==> config.mk <==
export PLATFORM = sky130hd
export DESIGN_NAME = dsi_payload_crc_append
export DESIGN_NICKNAME = d
export VERILOG_FILES = /design/src/rtl/dsi_payload_crc_append_pkg.sv /design/src/rtl/dsi_payload_crc_append_crc_step.sv /design/src/rtl/dsi_payload_crc_append.sv
export SDC_FILE = /design/constraint.sdc
export NUM_CORES = 1
export LEC_CHECK = 0
export BUFFER_PORTS_ARGS = -buffer_cell sky130_fd_sc_hd__buf_2
export CAP_MARGIN = 20
export CORE_MARGIN = 4
export CORE_UTILIZATION = 56
export CTS_CLUSTER_DIAMETER = 40
export DETAILED_ROUTE_END_ITERATION = 8
export GPL_ROUTABILITY_DRIVEN = 0
export GPL_TIMING_DRIVEN = 1
export PLACE_DENSITY = 0.75
export SLEW_MARGIN = 10
export SYNTH_ARGS = -nofsm -noshare
export SYNTH_HDL_FRONTEND = slang
export SYNTH_SLANG_ARGS = --single-unit
==> constraint.sdc <==
create_clock -name clk_i -period 5.5 [get_ports clk_i]
set_input_delay 0.275 -clock clk_i [delete_from_list [all_inputs] [get_ports clk_i]]
set_output_delay 0.275 -clock clk_i [all_outputs]
set_load 0.005 [all_outputs]
==> src/rtl/dsi_payload_crc_append_pkg.sv <==
// ---------------------------------------------------------------------------
// dsi_pkg: shared DSI checksum constants and CRC-append FSM encoding. Rev 1.0
// ---------------------------------------------------------------------------
`default_nettype none

package dsi_pkg;

  localparam logic [15:0] DSI_CRC_SEED = 16'hFFFF;
  localparam logic [15:0] DSI_CRC_POLY = 16'h8408;

  localparam logic [1:0] S_PAYLOAD = 2'd0;
  localparam logic [1:0] S_CRC_LO  = 2'd1;
  localparam logic [1:0] S_CRC_HI  = 2'd2;

endpackage

`default_nettype wire

==> src/rtl/dsi_payload_crc_append_crc_step.sv <==
// ---------------------------------------------------------------------------
// dsi_payload_crc_append_crc_step: one-byte reflected CRC-16 (0x8408) step. Rev 1.0
// ---------------------------------------------------------------------------
`default_nettype none

module dsi_payload_crc_append_crc_step
  import dsi_pkg::*;
(
  input  logic [15:0] crc,
  input  logic [7:0]  data,
  output logic [15:0] crc_next
);

  logic [15:0] acc;

  // Byte is folded in first, then shifted out LSB first.
  always_comb begin
    acc = crc ^ {8'h00, data};
    for (int i = 0; i < 8; i++) begin
      acc = acc[0] ? ((acc >> 1) ^ DSI_CRC_POLY) : (acc >> 1);
    end
    crc_next = acc;
  end

endmodule

`default_nettype wire

==> src/rtl/dsi_payload_crc_append.sv <==
// ---------------------------------------------------------------------------
// dsi_payload_crc_append: passes payload bytes and appends the DSI CRC-16 footer. Rev 1.0
// ---------------------------------------------------------------------------
`default_nettype none

module dsi_payload_crc_append
  import dsi_pkg::*;
#(
  parameter logic [15:0] CRC_SEED = DSI_CRC_SEED
)
(
  input  logic       clk_i,
  input  logic       rst_n_i,
  input  logic [7:0] d_data_i,
  input  logic       d_valid_i,
  input  logic       d_last_i,
  output logic       d_ready_o,
  input  logic       empty_req_i,
  output logic [7:0] q_data_o,
  output logic       q_valid_o,
  output logic       q_last_o,
  input  logic       q_ready_i,
  output logic       busy_o
);

  logic [1:0]  state;
  logic [15:0] crc;
  logic [15:0] crc_next;
  logic        in_pkt;
  logic        slot;
  logic        accept;
  logic        empty_go;

  assign slot      = !q_valid_o || q_ready_i;
  assign d_ready_o = rst_n_i && slot && (state == S_PAYLOAD);
  assign accept    = d_valid_i && d_ready_o;
  // A payload byte in the same cycle takes priority over the empty request.
  assign empty_go  = (state == S_PAYLOAD) && !in_pkt && empty_req_i && slot && !d_valid_i;
  // Still busy while the CRC high byte waits in the output register.
  assign busy_o    = in_pkt || (q_valid_o && q_last_o);

  dsi_payload_crc_append_crc_step u_crc_step (
    .crc      (crc),
    .data     (d_data_i),
    .crc_next (crc_next)
  );

  always_ff @(posedge clk_i or negedge rst_n_i) begin
    if (!rst_n_i) begin
      state     <= S_PAYLOAD;
      crc       <= CRC_SEED;
      in_pkt    <= 1'b0;
      q_valid_o <= 1'b0;
      q_data_o  <= 8'h00;
      q_last_o  <= 1'b0;
    end else begin
      if (q_valid_o && q_ready_i) begin
        q_valid_o <= 1'b0;
      end
      case (state)
        S_PAYLOAD: begin
          if (accept) begin
            q_data_o  <= d_data_i;
            q_valid_o <= 1'b1;
            q_last_o  <= 1'b0;
            crc       <= crc_next;
            in_pkt    <= 1'b1;
            if (d_last_i) begin
              state <= S_CRC_LO;
            end
          end else if (empty_go) begin
            in_pkt <= 1'b1;
            state  <= S_CRC_LO;
          end
        end
        S_CRC_LO: begin
          if (slot) begin
            q_data_o  <= crc[7:0];
            q_valid_o <= 1'b1;
            q_last_o  <= 1'b0;
            state     <= S_CRC_HI;
          end
        end
        S_CRC_HI: begin
          if (slot) begin
            q_data_o  <= crc[15:8];
            q_valid_o <= 1'b1;
            q_last_o  <= 1'b1;
            crc       <= CRC_SEED;
            in_pkt    <= 1'b0;
            state     <= S_PAYLOAD;
          end
        end
        default: begin
          state <= S_PAYLOAD;
        end
      endcase
    end
  end

endmodule

`default_nettype wire

# Word-level counts from Yosys, hierarchy flattened
# Index checks and enable logic that the tools add are counted.
# totals
regBits	29
input_bits	14
output_inout_bits	12
elab_cells	76
# classes
eq_ne	7
muxes	32
bitwise	9
reduce_logical	22
# ops
op	n
2-to-1 mux 16 bit	10
one-hot mux 16 bit (2 select lines)	1
2-to-1 mux 8 bit	3
NOT 2 -> 3 bit	8
one-hot mux 8 bit (3 select lines)	1
XOR 16 x 8 -> 16 bit	1
2-to-1 mux 2 bit	5
logical AND 1 bit	9
2-to-1 mux 1 bit	8
AND reduction 4 bit	2
!= test 2 bit (second input constant)	3
!= test 3 bit (second input constant)	2
one-hot mux 2 bit (3 select lines)	1
AND reduction 3 bit	2
one-hot mux 1 bit (2 select lines)	2
logical NOT 1 bit	3
one-hot mux 1 bit (3 select lines)	1
nonzero test 3 bit	1
== test 2 x 1 -> 1 bit (second input constant)	1
== test 2 bit (second input constant)	1
logical NOT 2 bit	1
logical OR 1 bit	2
nonzero test 2 bit	1
OR reduction 2 bit	1

# Depth between registers and ports, before layout
# Gate-level depths: netlist (run 1).
# logic_depth
depth_word	19
ltp_mapped	8
depth_no_buf	6

# Modules after synthesis
# Synthesis (run 1) repeated with hierarchy kept, for this count alone.
# hier_totals
hier_cells	186
hier_area_um2	1983.2
# by_module_without_submodules
module	instances	cells_each	area_per_inst_um2
dsi_payload_crc_append	1	161	1606.5
dsi_payload_crc_append_crc_step	1	25	376.6

# Least setup slack after synthesis (run 1)
# Ideal clock, no wire load.
# synth_timing
path_kind	register -> register
startpoint	register state[0]
endpoint	register state[1]
arrival_ns	1.696
t_required_ns	5.375
setup_slack_ns	3.679
stages_incl_launch_ff	8
path_buffers	1
path_cell_list	dfrtp_1 > inv_1 > ha_1 > buf_6 > or3_1 > a32oi_2 > o41ai_1 > mux2_4
# synth_between
elab_chain_cells	7
# synth_rtl
item	line_no	rtl
from (decl)	dsi_payload_crc_append.sv:26	logic [1:0] state;
from (signal assigned)	dsi_payload_crc_append.sv:50	state <= S_PAYLOAD;
from (signal assigned)	dsi_payload_crc_append.sv:69	state <= S_CRC_LO;
from (signal assigned)	dsi_payload_crc_append.sv:73	state <= S_CRC_LO;
logical NOT 2 bit	dsi_payload_crc_append.sv:35, dsi_payload_crc_append.sv:38, dsi_payload_crc_append.sv:60	
logical AND 1 bit (4 in series)	dsi_payload_crc_append.sv:38	assign empty_go = (state == S_PAYLOAD) && !in_pkt && empty_req_i && slot && !d_valid_i;
!= test 3 bit (no line)	n/a	
AND reduction 4 bit (no line)	n/a	
# Several ways; a longest one is shown, not always the timed one.
# A chain may end at the register's enable or synchronous reset.

# Worst setup path in the final report (run 1)
# layout_timing
startpoint	input rst_n_i
endpoint	register crc[1]
# layout_between
elab_chain_cells	5
# layout_rtl
item	line_no	rtl
from (decl)	dsi_payload_crc_append.sv:13	input logic rst_n_i,
logical AND 1 bit (2 in series)	dsi_payload_crc_append.sv:35	assign d_ready_o = rst_n_i && slot && (state == S_PAYLOAD);
logical AND 1 bit	dsi_payload_crc_append.sv:36	assign accept = d_valid_i && d_ready_o;
!= test 2 bit (no line)	n/a	
AND reduction 3 bit (no line)	n/a	
to (signal assigned)	dsi_payload_crc_append.sv:66	crc <= crc_next;
to (decl)	dsi_payload_crc_append.sv:27	logic [15:0] crc;
# No other way between the ends.

==> results of run 1 <==
-- power by group --
part	internal [mW]	switching, mW	leakage [nW]
clock network	0.109	0.0732	0.0455
logic	0.335	0.364	0.430
registers	0.343	0.0683	0.318
-- cell type report --
type / instances / area [um2] / area share [%]
inverters: 4 / 15.01 / 0.7952
flip-flops and latches: 29 / 745.7 / 39.50
clock inverters: 1 / 30.03 / 1.590
repair buffers: 27 / 140.1 / 7.422
clock buffers: 7 / 55.05 / 2.916
well taps: 31 / 38.79 / 2.054
multi-input cells: 121 / 863.3 / 45.73
-- sequential cells by signal, indices dropped and copies added (netlist names) --
register,flops
state,2
crc,16
q_valid_o,1
in_pkt,1
q_data_o,8
q_last_o,1
-- metal layers --
metal  up-vias  track usage, %  share of wire [%]
li1        621               -                  -
met1       621           26.68                 46
met2        42           29.43                 45
met3         5           5.935                7.2
met4         0           5.785                1.4
met5         -               0                  0
-- repair_timing --
| action | CTS | global route |
|---|---|---|
| setup endpoints to repair | 0 | 0 |
| resized for setup | 0 | 0 |
| endpoints found under the hold margin | 11 | 0 |
| hold buffers | 1 | 0 |
-- placed cells by master (no fill, tap or decap), types with 6 or more instances in the layout --
cell     count
dfstp_2     16
nor2_1      20
xnor2_1     19
a22oi_1      9
dfrtp_1     13
buf_2       26
mux2_2       8
a21oi_1     22
ha_1         6
-- final timing paths --
| path | cells past startpoint | endpoint | slack (ns) | from |
|---|---|---|---|---|
| setup reg to reg | 6 | crc[1]$_DFFE_PN1P_ | 3.38 | state[0]$_DFFE_PN0P_ |
| hold reg to reg | 1 | q_data_o[4]$_DFFE_PN0P_ | 0.50 | q_data_o[4]$_DFFE_PN0P_ |
| setup / recovery | 6 | crc[1]$_DFFE_PN1P_ | 3.07 | rst_n_i |
| min in group asynchronous | 2 | q_last_o$_DFFE_PN0P_ | 0.52 | rst_n_i |
| hold / removal | 3 | q_valid_o$_DFF_PN0_ | 0.30 | d_valid_i |
| max in group asynchronous | 2 | state[0]$_DFFE_PN0P_ | 4.53 | rst_n_i |
-- kinds of logic (layout without fill, tap and decap cells) --
kind of cell / after synthesis / after routing / synth area share, %
flip-flops: 29 / 29 / 44.95
buffers and inverters: 11 / 39 / 3.016
adder cells (fa/ha/maj): 6 / 6 / 4.525
AO/OA/AOI/OAI: 47 / 47 / 18.55
AND/OR/NAND/NOR: 35 / 35 / 9.954
XOR/XNOR: 24 / 24 / 12.67
multiplexers: 9 / 9 / 6.335
-- per-stage QoR --
step	util (%)	total power [mW]	area [um2]	setup WS, ns	hold WS, ns
after global routing	67.31	1.406	1888	2.839	0.3194
after detailed placement	63.92	1.112	1793	3.268	0.3440
after global placement	63.74	1.082	1788	3.131	0.3400
after CTS	67.31	1.298	1888	3.089	0.3009
final	67.31	1.292	1888	3.067	0.3037
after floorplan	-	0.9525	1659	3.679	-0.02059
-- worst max-delay path: cells and delay by family --
kind	cells	cell delay, ns
buffers and inverters	3	1.38
AND/OR/NAND/NOR	2	0.96
AO/OA/AOI/OAI	1	0.08
==> results.ini, run 1 <==
[status]
run_status=finished, final reports clean

[cts]
postCtsSetupRepairBufs=0
clock_path_buffers=2
clockRootBuffer=clkbuf_4
insertion_delay_ns=0.33
clkTransAtPathRegs_ns=0.09
cts_sinks=29
htreeDepth=2
cts_tree=done
cts_buffers=5

[global_routing]
antenna_found_initial=0
grt_usage_pct=19.39
grt_pass1_wl_um=5947
grt_max_degree=34
grt_pass1_vias=1224
overflow=0

[drt]
wl_um=3366
viasPerCell=5.859
drt_iter0_drc=56
vias=1289
remaining_drc_errors=0
antenna_left=0
wl_per_cell_um=15.30
first_pass_iters=4

[logic_synthesis]
avgSynthCellArea_um2=10.30
async_reset_ff_share_pct=100.0
ys_types=33
yosysTopAreaCell=dfstp_2
synthCells=161
synth.top_cell.area_share_pct=25.34
yosysWarnings=0
synth_edf_count=0
ys_seq_area_share_pct=44.95
synth.most_common_cell=a21oi_1
synthFlopType=dfstp_2
synth_seq_cells=29
synth_nets=181
netlist_top_cells_count=22 x a21oi_1, 20 x nor2_1, 19 x xnor2_1
synthTopCellsByArea=dfstp_2 25%, dfrtp_1 20%, xnor2_1 10%
synth_area_mm2=0.001659

[power_and_ir_drop]
power_density_mw_per_mm2=684.1
peakVddDrop_uv=323.6
leakage_nw=0.7934

[finish]
syn_to_final_growth_pct=13.80
stdcell_count=220
drive_gt1_share_pct=32.80
finalNetCount=208
n_fill_cell=239
num_antenna_cells=0

[timing]
drv_slew=0
setup_viol=0
fin_setup_tns_ns=0
rsz0062_at_grt=no
fin_skew_ns=0.01517
timing.final.hold_violations=0
fin_crit_sh_pct=44.23
fmax_ghz=0.4111
worstMarginPinSlew_ns=0.7410
min_period_ns=2.433
slew-limit-headroom_pct=50.22

[die]
placementRows=19
fp.coreArea_mm2=0.002805
io_pins=26
fp.dieH_um=62.43
fp.dieW_um=62.43
initial_core_util_pct=59.14
dieArea_mm2=0.003898

[setup_path]
cpMostUsedCell=buf_2
crit_path_end_kind=flip-flop
cp.arrival_ns=2.69
startpoint_type=input port
critPathKind=in2reg
slowest_delay_ns=0.65
cp_slowest_cell=nor3_1
crit_required_ns=5.76
crit_fanout=33
path_cells=dlygate4sd3_1, buf_2, nand2_1, nor3_1, buf_2, a21oi_1

[hold_path]
worstHoldPathType=in2reg

[placed_design]
port_buffers=25
dpl.hpwl_um=2405
placed_cells=211

[flow_run]
drv_cap=0

Power figures use the tool's default switching activity.
==> run 2, diff against run 1 <==
CORE_UTILIZATION = 50   (was 56)
PLACE_DENSITY = 0.71   (was 0.75)
clock period = 2.1 ns   (was 5.5 ns; I/O delays follow)
==> results.ini, run 2 (synthesis gave the netlist of run 1 again) <==
[global_routing]
grt_usage_pct=19.33  ; was 19.39%
grt_pass1_vias=1356  ; was 1224
grt_pass1_wl_um=6279  ; was 5947 um
antenna_found_initial=0  ; unchanged
overflow=0  ; unchanged
grt_max_degree=18  ; was 34

[cts]
insertion_delay_ns=0.33  ; about the same
htreeDepth=2  ; unchanged
clock_path_buffers=2  ; unchanged
clockRootBuffer=clkbuf_4  ; unchanged
cts_sinks=29  ; unchanged
cts_tree=done  ; unchanged
cts_buffers=5  ; unchanged
postCtsSetupRepairBufs=0  ; unchanged
clkTransAtPathRegs_ns=0.09  ; about the same

[timing]
fmax_ghz=0.5177
slew-limit-headroom_pct=71.51  ; was 50.22%
timing.final.hold_violations=0  ; unchanged
worstMarginPinSlew_ns=0.4242  ; was 0.7410 ns
setup_viol=0  ; unchanged
min_period_ns=1.931
fin_skew_ns=0.01386  ; was 0.01517 ns
drv_slew=0  ; unchanged
rsz0062_at_grt=no  ; unchanged
layout_setup_ws_ns=0.1685  ; was 3.067 ns
fin_setup_tns_ns=0  ; unchanged
fin_crit_sh_pct=91.97

[power_and_ir_drop]
peakVddDrop_uv=780.5  ; was 323.6 uV
power_density_mw_per_mm2=1754  ; was 684.1 mW/mm2
p_int_mw=2.007  ; was 0.7863 mW
switching_power_mw=1.368  ; was 0.5054 mW
power_frac_seq_pct=32.3  ; was 31.8%
total_power_mw=3.375  ; was 1.292 mW
clkPwrFrac_pct=11.5  ; was 14.1%
p_sw_share_pct=40.53  ; was 39.13%
leakage_nw=0.8081  ; was 0.7934 nW
pwr-share-comb_pct=56.1  ; was 54.1%

[placed_design]
post-place-ws_ns=0.09688  ; was 3.268 ns
port_buffers=25  ; unchanged
dpl.hpwl_um=2647  ; was 2405 um
placed_cells=228  ; was 211

[die]
placementRows=20  ; was 19
initial_core_util_pct=53.47  ; was 59.14%
fp.dieH_um=65.61  ; was 62.43 um
fp.dieW_um=65.61  ; was 62.43 um
io_pins=26  ; unchanged
fp.coreArea_mm2=0.003103  ; was 0.002805 mm2
dieArea_mm2=0.004304  ; was 0.003898 mm2

[setup_path]
crit_required_ns=2.32  ; was 5.76 ns
critPathKind=reg2reg  ; was in2reg
startpoint_type=flip-flop  ; was input port
crit_path_end_kind=flip-flop  ; unchanged
cp.arrival_ns=2.15  ; was 2.69 ns
crit_fanout=9  ; was 33

[finish]
finalNetCount=212  ; was 208
largest_reg_flops=16  ; unchanged
num_antenna_cells=0  ; unchanged
n_fill_cell=289  ; was 239
drive_gt1_share_pct=35.23  ; was 32.80%
reg_top3=crc: 16 flops, q_data_o: 8 flops, state: 2 flops  ; unchanged
layout_commonest_cell=buf_2  ; unchanged
syn_to_final_growth_pct=15.99  ; was 13.80%
multi_input_area_um2=865.8  ; was 863.3 um2
stdcell_count=237  ; was 220
seqCellArea_um2=745.7  ; unchanged
layout_common_cells=25 x buf_2, 22 x a21oi_1, 20 x nor2_1, 19 x xnor2_1, 16 x dfstp_2  ; was 26 x buf_2, 22 x a21oi_1, 20 x nor2_1, 19 x xnor2_1, 16 x dfstp_2
top_register=crc  ; unchanged

[drt]
drt_iter0_drc=55  ; was 56
antenna_left=0  ; unchanged
viasPerCell=5.392  ; was 5.859
remaining_drc_errors=0  ; unchanged
wl_um=3782  ; was 3366 um
first_pass_iters=4  ; unchanged
wl_per_cell_um=15.96  ; was 15.30 um
vias=1278  ; was 1289

[status]
run_status=finished, final reports clean  ; unchanged

[flow_run]
drv_cap=0  ; unchanged

[hold_path]
worstHoldPathType=in2reg  ; unchanged

run 2: what timing repair did:
item,4_1_cts,5_1_grt
hold endpoints to repair,13,0
endpoints found under the setup margin,0,8
resized for setup,0,1
hold buffers,1,0
run 2: routing by layer:
| metal | vias up | part of all wire (%) | track usage (%) |
|---|---|---|---|
| met4 | 0 | 1.3 | 6.218 |
| met5 | - | 0 | 0 |
| met2 | 33 | 48 | 33.00 |
| li1 | 630 | - | - |
| met3 | 6 | 3.3 | 4.103 |
| met1 | 609 | 47 | 24.29 |
run 2: worst paths after layout:
path                                         start                       to  slack, ns  cells past startpoint
max in group asynchronous                  rst_n_i       crc[7]$_DFFE_PN1P_       1.25                      3
max reg2reg                   state[0]$_DFFE_PN0P_  q_data_o[6]$_DFFE_PN0P_       0.17                      6
min in group asynchronous                  rst_n_i  q_data_o[5]$_DFFE_PN0P_       0.22                      2
min                                       d_last_i     state[0]$_DFFE_PN0P_       0.14                      3
min reg2reg                q_data_o[2]$_DFFE_PN0P_  q_data_o[2]$_DFFE_PN0P_       0.51                      1
max                           state[0]$_DFFE_PN0P_  q_data_o[6]$_DFFE_PN0P_       0.17                      6
run 2: power by group through the flow:
| stage | Sequential, mW | Combinational, mW | Clock (mW) |
|---|---|---|---|
| finish | 1.09 | 1.89 | 0.389 |
| global route | 1.13 | 2.11 | 0.420 |
| CTS | 1.09 | 1.90 | 0.399 |
| detailed placement | 1.10 | 1.89 | 0 |
| global placement | 1.07 | 1.81 | 0 |
| floorplan | 1.07 | 1.43 | 0 |
run 2: worst max-delay path: stages (launching register included):
cell,delay (ns)
dfrtp_1,0.42
inv_1,0.15
ha_2,0.28
nand3_1,0.15
o21ai_2,0.22
nand3b_2,0.26
mux2_2,0.35
run 2: layout make-up:
class,count,share of cell area [%]
multi-input cells,121,44.99
flip-flops and latches,29,38.75
repair buffers,31,8.973
clock buffers,7,3.381
well taps,44,2.861
inverters,4,0.7802
clock inverters,1,0.2601
run 2: through the flow:
stage | utilization [%] | hold slack [ns] | cell area [um2]
final | 62.02 | 0.1409 | 1924
after global routing | 62.02 | 0.1683 | 1924
after CTS | 61.94 | 0.1391 | 1922
after detailed placement | 59.35 | 0.03278 | 1842
after global placement | 59.35 | 0.02157 | 1842
after floorplan | - | -0.1906 | 1659
